## src/rtl/fetch_queue_if.sv

```systemverilog
// fetch_queue_if: ibus request/response, redirect and decode handshake of the fetch front end
interface fetch_queue_if #(parameter int DEPTH = 4);
  logic ireq_valid;
  logic [63:0] ireq_addr;
  logic iresp_data_ok;
  logic [31:0] iresp_data;
  logic redirect_valid;
  logic [63:0] redirect_pc;
  logic out_valid;
  logic out_ready;
  logic [63:0] out_pc;
  logic [31:0] out_instr;
  logic [$clog2(DEPTH+1)-1:0] out_count;
  modport master(
    output ireq_valid, ireq_addr, out_valid, out_pc, out_instr, out_count,
    input iresp_data_ok, iresp_data, redirect_valid, redirect_pc, out_ready
  );
  modport slave(
    input ireq_valid, ireq_addr, out_valid, out_pc, out_instr, out_count,
    output iresp_data_ok, iresp_data, redirect_valid, redirect_pc, out_ready
  );
endinterface

```

## src/rtl/fetch_queue.sv

```systemverilog
// fetch_queue: single-outstanding ibus fetcher with DEPTH-entry prefetch FIFO and redirect flush.
// FETCH_QUEUE_BYPASS_EN: forward a response straight to decode when the FIFO is empty.
module fetch_queue #(
  parameter int DEPTH = 4,
  parameter logic [63:0] RESET_PC = 64'h0000_0000_8000_0000
) (
  input logic clk,
  input logic reset,
  fetch_queue_if.master bus
);
  localparam int AW = $clog2(DEPTH);
  localparam int CW = $clog2(DEPTH+1);
  typedef enum logic [1:0] {IDLE, REQ, DISCARD} state_t;
  state_t state;
  logic [63:0] fetch_pc, fetch_nxt, addr_q;
  logic [63:0] pc_q [DEPTH];
  logic [31:0] instr_q [DEPTH];
  logic [AW-1:0] wptr, rptr;
  logic [CW-1:0] cnt, cnt_nxt;
  logic req_q, resp, byp, push, pop, more, hold;
  assign resp = state == REQ && bus.iresp_data_ok && !bus.redirect_valid;
`ifdef FETCH_QUEUE_BYPASS_EN
  assign byp = resp && cnt == '0;
`else
  assign byp = 1'b0;
`endif
  assign push = resp && !(byp && bus.out_ready);
  assign pop = !bus.redirect_valid && cnt != '0 && bus.out_ready;
  assign cnt_nxt = bus.redirect_valid ? '0 : cnt + CW'(push) - CW'(pop);
  assign more = resp && cnt_nxt < CW'(DEPTH);
  assign fetch_nxt = bus.redirect_valid ? bus.redirect_pc : resp ? fetch_pc + 64'd4 : fetch_pc;
  assign hold = state != IDLE && !bus.iresp_data_ok;
  assign bus.ireq_valid = req_q;
  assign bus.ireq_addr = addr_q;
  assign bus.out_valid = !bus.redirect_valid && (cnt != '0 || byp);
  assign bus.out_pc = byp ? fetch_pc : cnt != '0 ? pc_q[rptr] : '0;
  assign bus.out_instr = byp ? bus.iresp_data : cnt != '0 ? instr_q[rptr] : '0;
  assign bus.out_count = cnt;
  // the bus address stays frozen while a request is outstanding, even across redirects
  always_ff @(posedge clk or negedge reset)
    if (!reset) begin
      state <= IDLE;
      req_q <= 1'b0;
      fetch_pc <= RESET_PC;
      addr_q <= RESET_PC;
    end else begin
      fetch_pc <= fetch_nxt;
      addr_q <= hold ? addr_q : fetch_nxt;
      case (state)
        IDLE: if (bus.redirect_valid || cnt < CW'(DEPTH)) begin
          state <= REQ;
          req_q <= 1'b1;
        end
        REQ: if (bus.iresp_data_ok) begin
          state <= more ? REQ : IDLE;
          req_q <= more;
        end else if (bus.redirect_valid) state <= DISCARD;
        DISCARD: if (bus.iresp_data_ok) begin
          state <= IDLE;
          req_q <= 1'b0;
        end
        default: begin
          state <= IDLE;
          req_q <= 1'b0;
        end
      endcase
    end
  always_ff @(posedge clk or negedge reset)
    if (!reset) begin
      wptr <= '0;
      rptr <= '0;
      cnt <= '0;
    end else begin
      wptr <= bus.redirect_valid ? '0 : wptr + AW'(push);
      rptr <= bus.redirect_valid ? '0 : rptr + AW'(pop);
      cnt <= cnt_nxt;
    end
  always_ff @(posedge clk)
    if (push) begin
      pc_q[wptr] <= fetch_pc;
      instr_q[wptr] <= bus.iresp_data;
    end
endmodule

```

## src/flat_wrapper.sv

```systemverilog
// flat-port wrapper written by rule: the top's interface ports become plain ports
module fetch_queue_flat 
#(
  parameter int DEPTH = 4,
  parameter logic [63:0] RESET_PC = 64'h0000_0000_8000_0000
)
  (clk, reset, bus_ireq_valid, bus_ireq_addr, bus_out_valid, bus_out_pc, bus_out_instr, bus_out_count, bus_iresp_data_ok, bus_iresp_data, bus_redirect_valid, bus_redirect_pc, bus_out_ready);
  fetch_queue_if #(.DEPTH(DEPTH)) bus_i ();
  input logic clk;
  input logic reset;
  output wire logic [$bits(bus_i.ireq_valid)-1:0] bus_ireq_valid;
  output wire logic [$bits(bus_i.ireq_addr)-1:0] bus_ireq_addr;
  output wire logic [$bits(bus_i.out_valid)-1:0] bus_out_valid;
  output wire logic [$bits(bus_i.out_pc)-1:0] bus_out_pc;
  output wire logic [$bits(bus_i.out_instr)-1:0] bus_out_instr;
  output wire logic [$bits(bus_i.out_count)-1:0] bus_out_count;
  input wire logic [$bits(bus_i.iresp_data_ok)-1:0] bus_iresp_data_ok;
  input wire logic [$bits(bus_i.iresp_data)-1:0] bus_iresp_data;
  input wire logic [$bits(bus_i.redirect_valid)-1:0] bus_redirect_valid;
  input wire logic [$bits(bus_i.redirect_pc)-1:0] bus_redirect_pc;
  input wire logic [$bits(bus_i.out_ready)-1:0] bus_out_ready;
  assign bus_ireq_valid = bus_i.ireq_valid;
  assign bus_ireq_addr = bus_i.ireq_addr;
  assign bus_out_valid = bus_i.out_valid;
  assign bus_out_pc = bus_i.out_pc;
  assign bus_out_instr = bus_i.out_instr;
  assign bus_out_count = bus_i.out_count;
  assign bus_i.iresp_data_ok = bus_iresp_data_ok;
  assign bus_i.iresp_data = bus_iresp_data;
  assign bus_i.redirect_valid = bus_redirect_valid;
  assign bus_i.redirect_pc = bus_redirect_pc;
  assign bus_i.out_ready = bus_out_ready;
  fetch_queue #(.DEPTH(DEPTH), .RESET_PC(RESET_PC)) u_core (.clk(clk), .reset(reset), .bus(bus_i));
endmodule
```

## config.mk

```make
export PLATFORM = sky130hd
export DESIGN_NAME = fetch_queue_flat
export DESIGN_NICKNAME = d
export VERILOG_FILES = /design/src/rtl/fetch_queue_if.sv /design/src/rtl/fetch_queue.sv /design/src/flat_wrapper.sv
export SDC_FILE = /design/constraint.sdc
export NUM_CORES = 1
export LEC_CHECK = 0
export CORE_MARGIN = 2
export CORE_UTILIZATION = 50
export CTS_CLUSTER_DIAMETER = 40
export DETAILED_ROUTE_END_ITERATION = 10
export PLACE_DENSITY = 0.73
export SKIP_CTS_REPAIR_TIMING = 1
export SYNTH_ARGS = -nofsm -noshare
export SYNTH_HDL_FRONTEND = slang
export SYNTH_SLANG_ARGS = --single-unit
```

## constraint.sdc

```tcl
create_clock -name clk -period 15.45 [get_ports clk]
set_input_delay 1.545 -clock clk [delete_from_list [all_inputs] [get_ports clk]]
set_output_delay 1.545 -clock clk [all_outputs]
set_load 0.01 [all_outputs]
```

==> impl_metrics.tcl <==
set metrics [dict create \
    outcome "finished clean" \
    synth_common_cells "384 x edfxtp_1, 136 x dfrtp_1, 100 x nor2b_1, 96 x mux4_2, 63 x nor2_1" \
    grt_setup_unrepaired "no" \
    cp_max_fo 48 \
    clkPwrFrac_pct 34.5 \
    via_per_inst 5.762 \
    cts.root.buffer_cell "clkbuf_16" \
    synth_area_leaders "edfxtp_1 54%, dfrtp_1 16%, mux4_2 10%" \
    cts.clk_slew.worst_paths_ns 0.06 \
    fin_setup_tns_ns 0 \
    cts_sinks 522 \
    r2r-end "u_core.bus.ireq_addr[58]$_DFFE_PN0N_" \
    dpl.hpwl_um 31220 \
    syn2layout_area_growth_pct 25.12 \
    num_antenna_cells 0 \
    synth-compound-area-share_pct 2.792 \
    synth_mux_area_share_pct 13.00 \
    multiInputGateArea_mm2 0.005946 \
    io_buffers 265 \
    drt_wl_total_um 50480 \
    final_max_slew_viol_count 0 \
    gr-total-overflow 0 \
    timing.final.crit_share_pct 34.63 \
    synth_top_cell_by_area "edfxtp_1" \
    seq_area_frac_synth_pct 70.71 \
    synth_cell_types 52 \
    gp_congestion 0.8143 \
    startpoint_type "flop" \
    rr_worst_depth 6 \
    drt-pass1-iter-count 5 \
    syn_nets 1368 \
    internal_power_uw 3005 \
    synth_xor_area_share_pct 2.190 \
    stdcell_count 2133 \
    synthArstFlopShare_pct 26.44 \
    htree_levels 2 \
    comb_power_share_pct 23.6 \
    track_usage_pct 23.25 \
    die_h_um 209.9 \
    ant_nets 0 \
    worstMarginPinSlew_ns 1.039 \
    yosysMostFrequentCell "edfxtp_1" \
    final_core_utilization_pct 63.37 \
    grt_pass1_wl_um 76450 \
    p_leak_uw 0.009052 \
    design.core.area_mm2 0.04185 \
    synth_edf_count 384 \
    seqPwrFrac_pct 41.9 \
    cap_violations 0 \
    synth_top_area_share_pct 54.40 \
    setup.worst_path.end "bus_out_pc[60]" \
    area.sequential_mm2 0.01499 \
    hold_viol_final 0 \
    grt_max_degree 81 \
    post_drt_wl_per_cell_um 23.67 \
    nNetsFinal 1649 \
    pin_count 266 \
    n_fill_cell 3014 \
    setup-violations-final 0 \
    clk_latency_ns 0.63 \
    synth_simple_gate_area_share_pct 9.416 \
    min_path_type "flop to flop" \
    r2r_slack_ns 11.68 \
    cts_buffer_depth 3 \
    rows 75 \
    worstSetupStartpoint "u_core.bus.out_count[2]$_DFF_PN0_" \
    cp-end-kind "output port" \
    syn_area_mm2 0.02120 \
    criticalPathCategory "flop to output port" \
    layout-drive-gt1-share_pct 18.13 \
    yosys.area_share.adder_pct 0.3896 \
    fmax_mhz 186.9 \
    synth-seq-cells 522 \
    syn_inst 1261 \
    grt_pass1_vias 12610 \
    peakVddDrop_mv 0.1098 \
    die_area_mm2 0.04405 \
    initial_utilization_pct 50.64 \
    grt_antenna_before_repair 1 \
    relSlewSlack_pct 30.53 \
    dpl.cell_count 2018 \
    p_sw_share_pct 28.22 \
    drc 0 \
    syn_avg_cell_area_um2 16.81 \
    drt_iter0_drc 803 \
    die_width_um 209.9 \
    synth_top_family_by_area "multiplexers" \
    powerDensity_mw_per_mm2 157.9 \
    yosysWarnings 0 \
    cp_data_arrival_time_ns 3.80 \
    skew_ns 0.01770 \
    ys.flop_type "edfxtp_1" \
    r2r-start "u_core.fetch_pc[28]$_DFF_PN0_" \
    numCtsBuffers 61 \
    period_minus_slack_ns 5.350 \
    cts_tree "yes" \
    p_sw_uw 1181 \
    via_count 12290 \
    required_ns 13.91 \
]
## layer usage
metal	vias to the layer above	global-route usage [%]	part of all wire, %
li1	5419	-	-
met1	6380	32.72	43
met2	398	36.20	48
met3	91	4.429	5.7
met4	2	9.464	3.3
met5	-	0	0.020
## per-stage QoR
| stage | hold WS [ns] | area [um^2] | total power [uW] | setup slack [ns] |
|---|---|---|---|---|
| after global placement | 0.4659 | 24460 | 2765 | 10.46 |
| after CTS | 0.4902 | 26520 | 4226 | 10.07 |
| after detailed placement | 0.4774 | 24460 | 2777 | 10.32 |
| after global routing | 0.5197 | 26520 | 4347 | 9.904 |
| after floorplan | 0.4724 | 21200 | 2227 | 6.433 |
| final | 0.4886 | 26520 | 4187 | 10.10 |
## flip-flops by register name (all words and copies together) (netlist names)
signal	count
u_core.bus.ireq_valid	1
u_core.rptr	2
u_core.pc_q	256
u_core.bus.out_count	3
u_core.wptr	2
u_core.instr_q	128
u_core.state	2
u_core.bus.ireq_addr	64
u_core.fetch_pc	64
## cells in the final DEF (no fill, tap or decap), drive strengths merged, types with 24 or more instances in the layout
master         count
clkdlybuf4s50    263
o21ai             29
nor3              28
xnor2             31
nand2             62
nor2              63
dfrtp            136
edfxtp           384
nor2b            100
clkbuf            73
and3              28
inv               29
nand3             24
mux2              50
mux4              96
## layout make-up
cell class	count	area share [%]
multi-input cells	658	22.42
inverters	16	0.2265
clock inverters	42	1.802
flip-flops and latches	522	56.54
clock buffers	73	5.963
well taps	539	2.543
repair buffers	283	10.51
## logic make-up after synthesis
group / count (synthesis)
flops: 522
compound gates: 86
mux: 149
fa+ha+maj: 6
buf+inv: 81
simple gates: 364
xor+xnor: 53
## worst max-delay path, cell delays in order (launching register included)
cell             delay [ns]
dfrtp_1                0.45
nor3_2                 0.71
buf_4                  0.62
buf_4                  0.60
nor2b_1                0.21
clkdlybuf4s50_1        0.54
## power by group through the flow
stage | clock [uW] | combinational [uW] | sequential (uW)
finish | 1440 | 989 | 1750
global route | 1520 | 1060 | 1770
CTS | 1470 | 1000 | 1750
global placement | 0 | 991 | 1770
detailed placement | 0 | 998 | 1780
floorplan | 0 | 463 | 1760
## how the worst min path moves through the flow
stage	startpoint	to	slack, ns	cells past startpoint
after global routing	u_core.bus.ireq_addr[21]$_DFFE_PN0N_	u_core.bus.ireq_addr[21]$_DFFE_PN0N_	0.52	1
after global placement	u_core.bus.ireq_addr[34]$_DFFE_PN0N_	u_core.bus.ireq_addr[34]$_DFFE_PN0N_	0.47	2
after detailed placement	u_core.bus.ireq_addr[30]$_DFFE_PN0N_	u_core.bus.ireq_addr[30]$_DFFE_PN0N_	0.48	2
after floorplan	u_core.fetch_pc[0]$_DFF_PN0_	u_core.pc_q[0][0]$_DFFE_PP_	0.47	0
after CTS	u_core.bus.ireq_addr[30]$_DFFE_PN0N_	u_core.bus.ireq_addr[30]$_DFFE_PN0N_	0.49	2
final	u_core.bus.ireq_addr[30]$_DFFE_PN0N_	u_core.bus.ireq_addr[30]$_DFFE_PN0N_	0.49	2
Note: power is estimated with default switching activity, not from simulation.
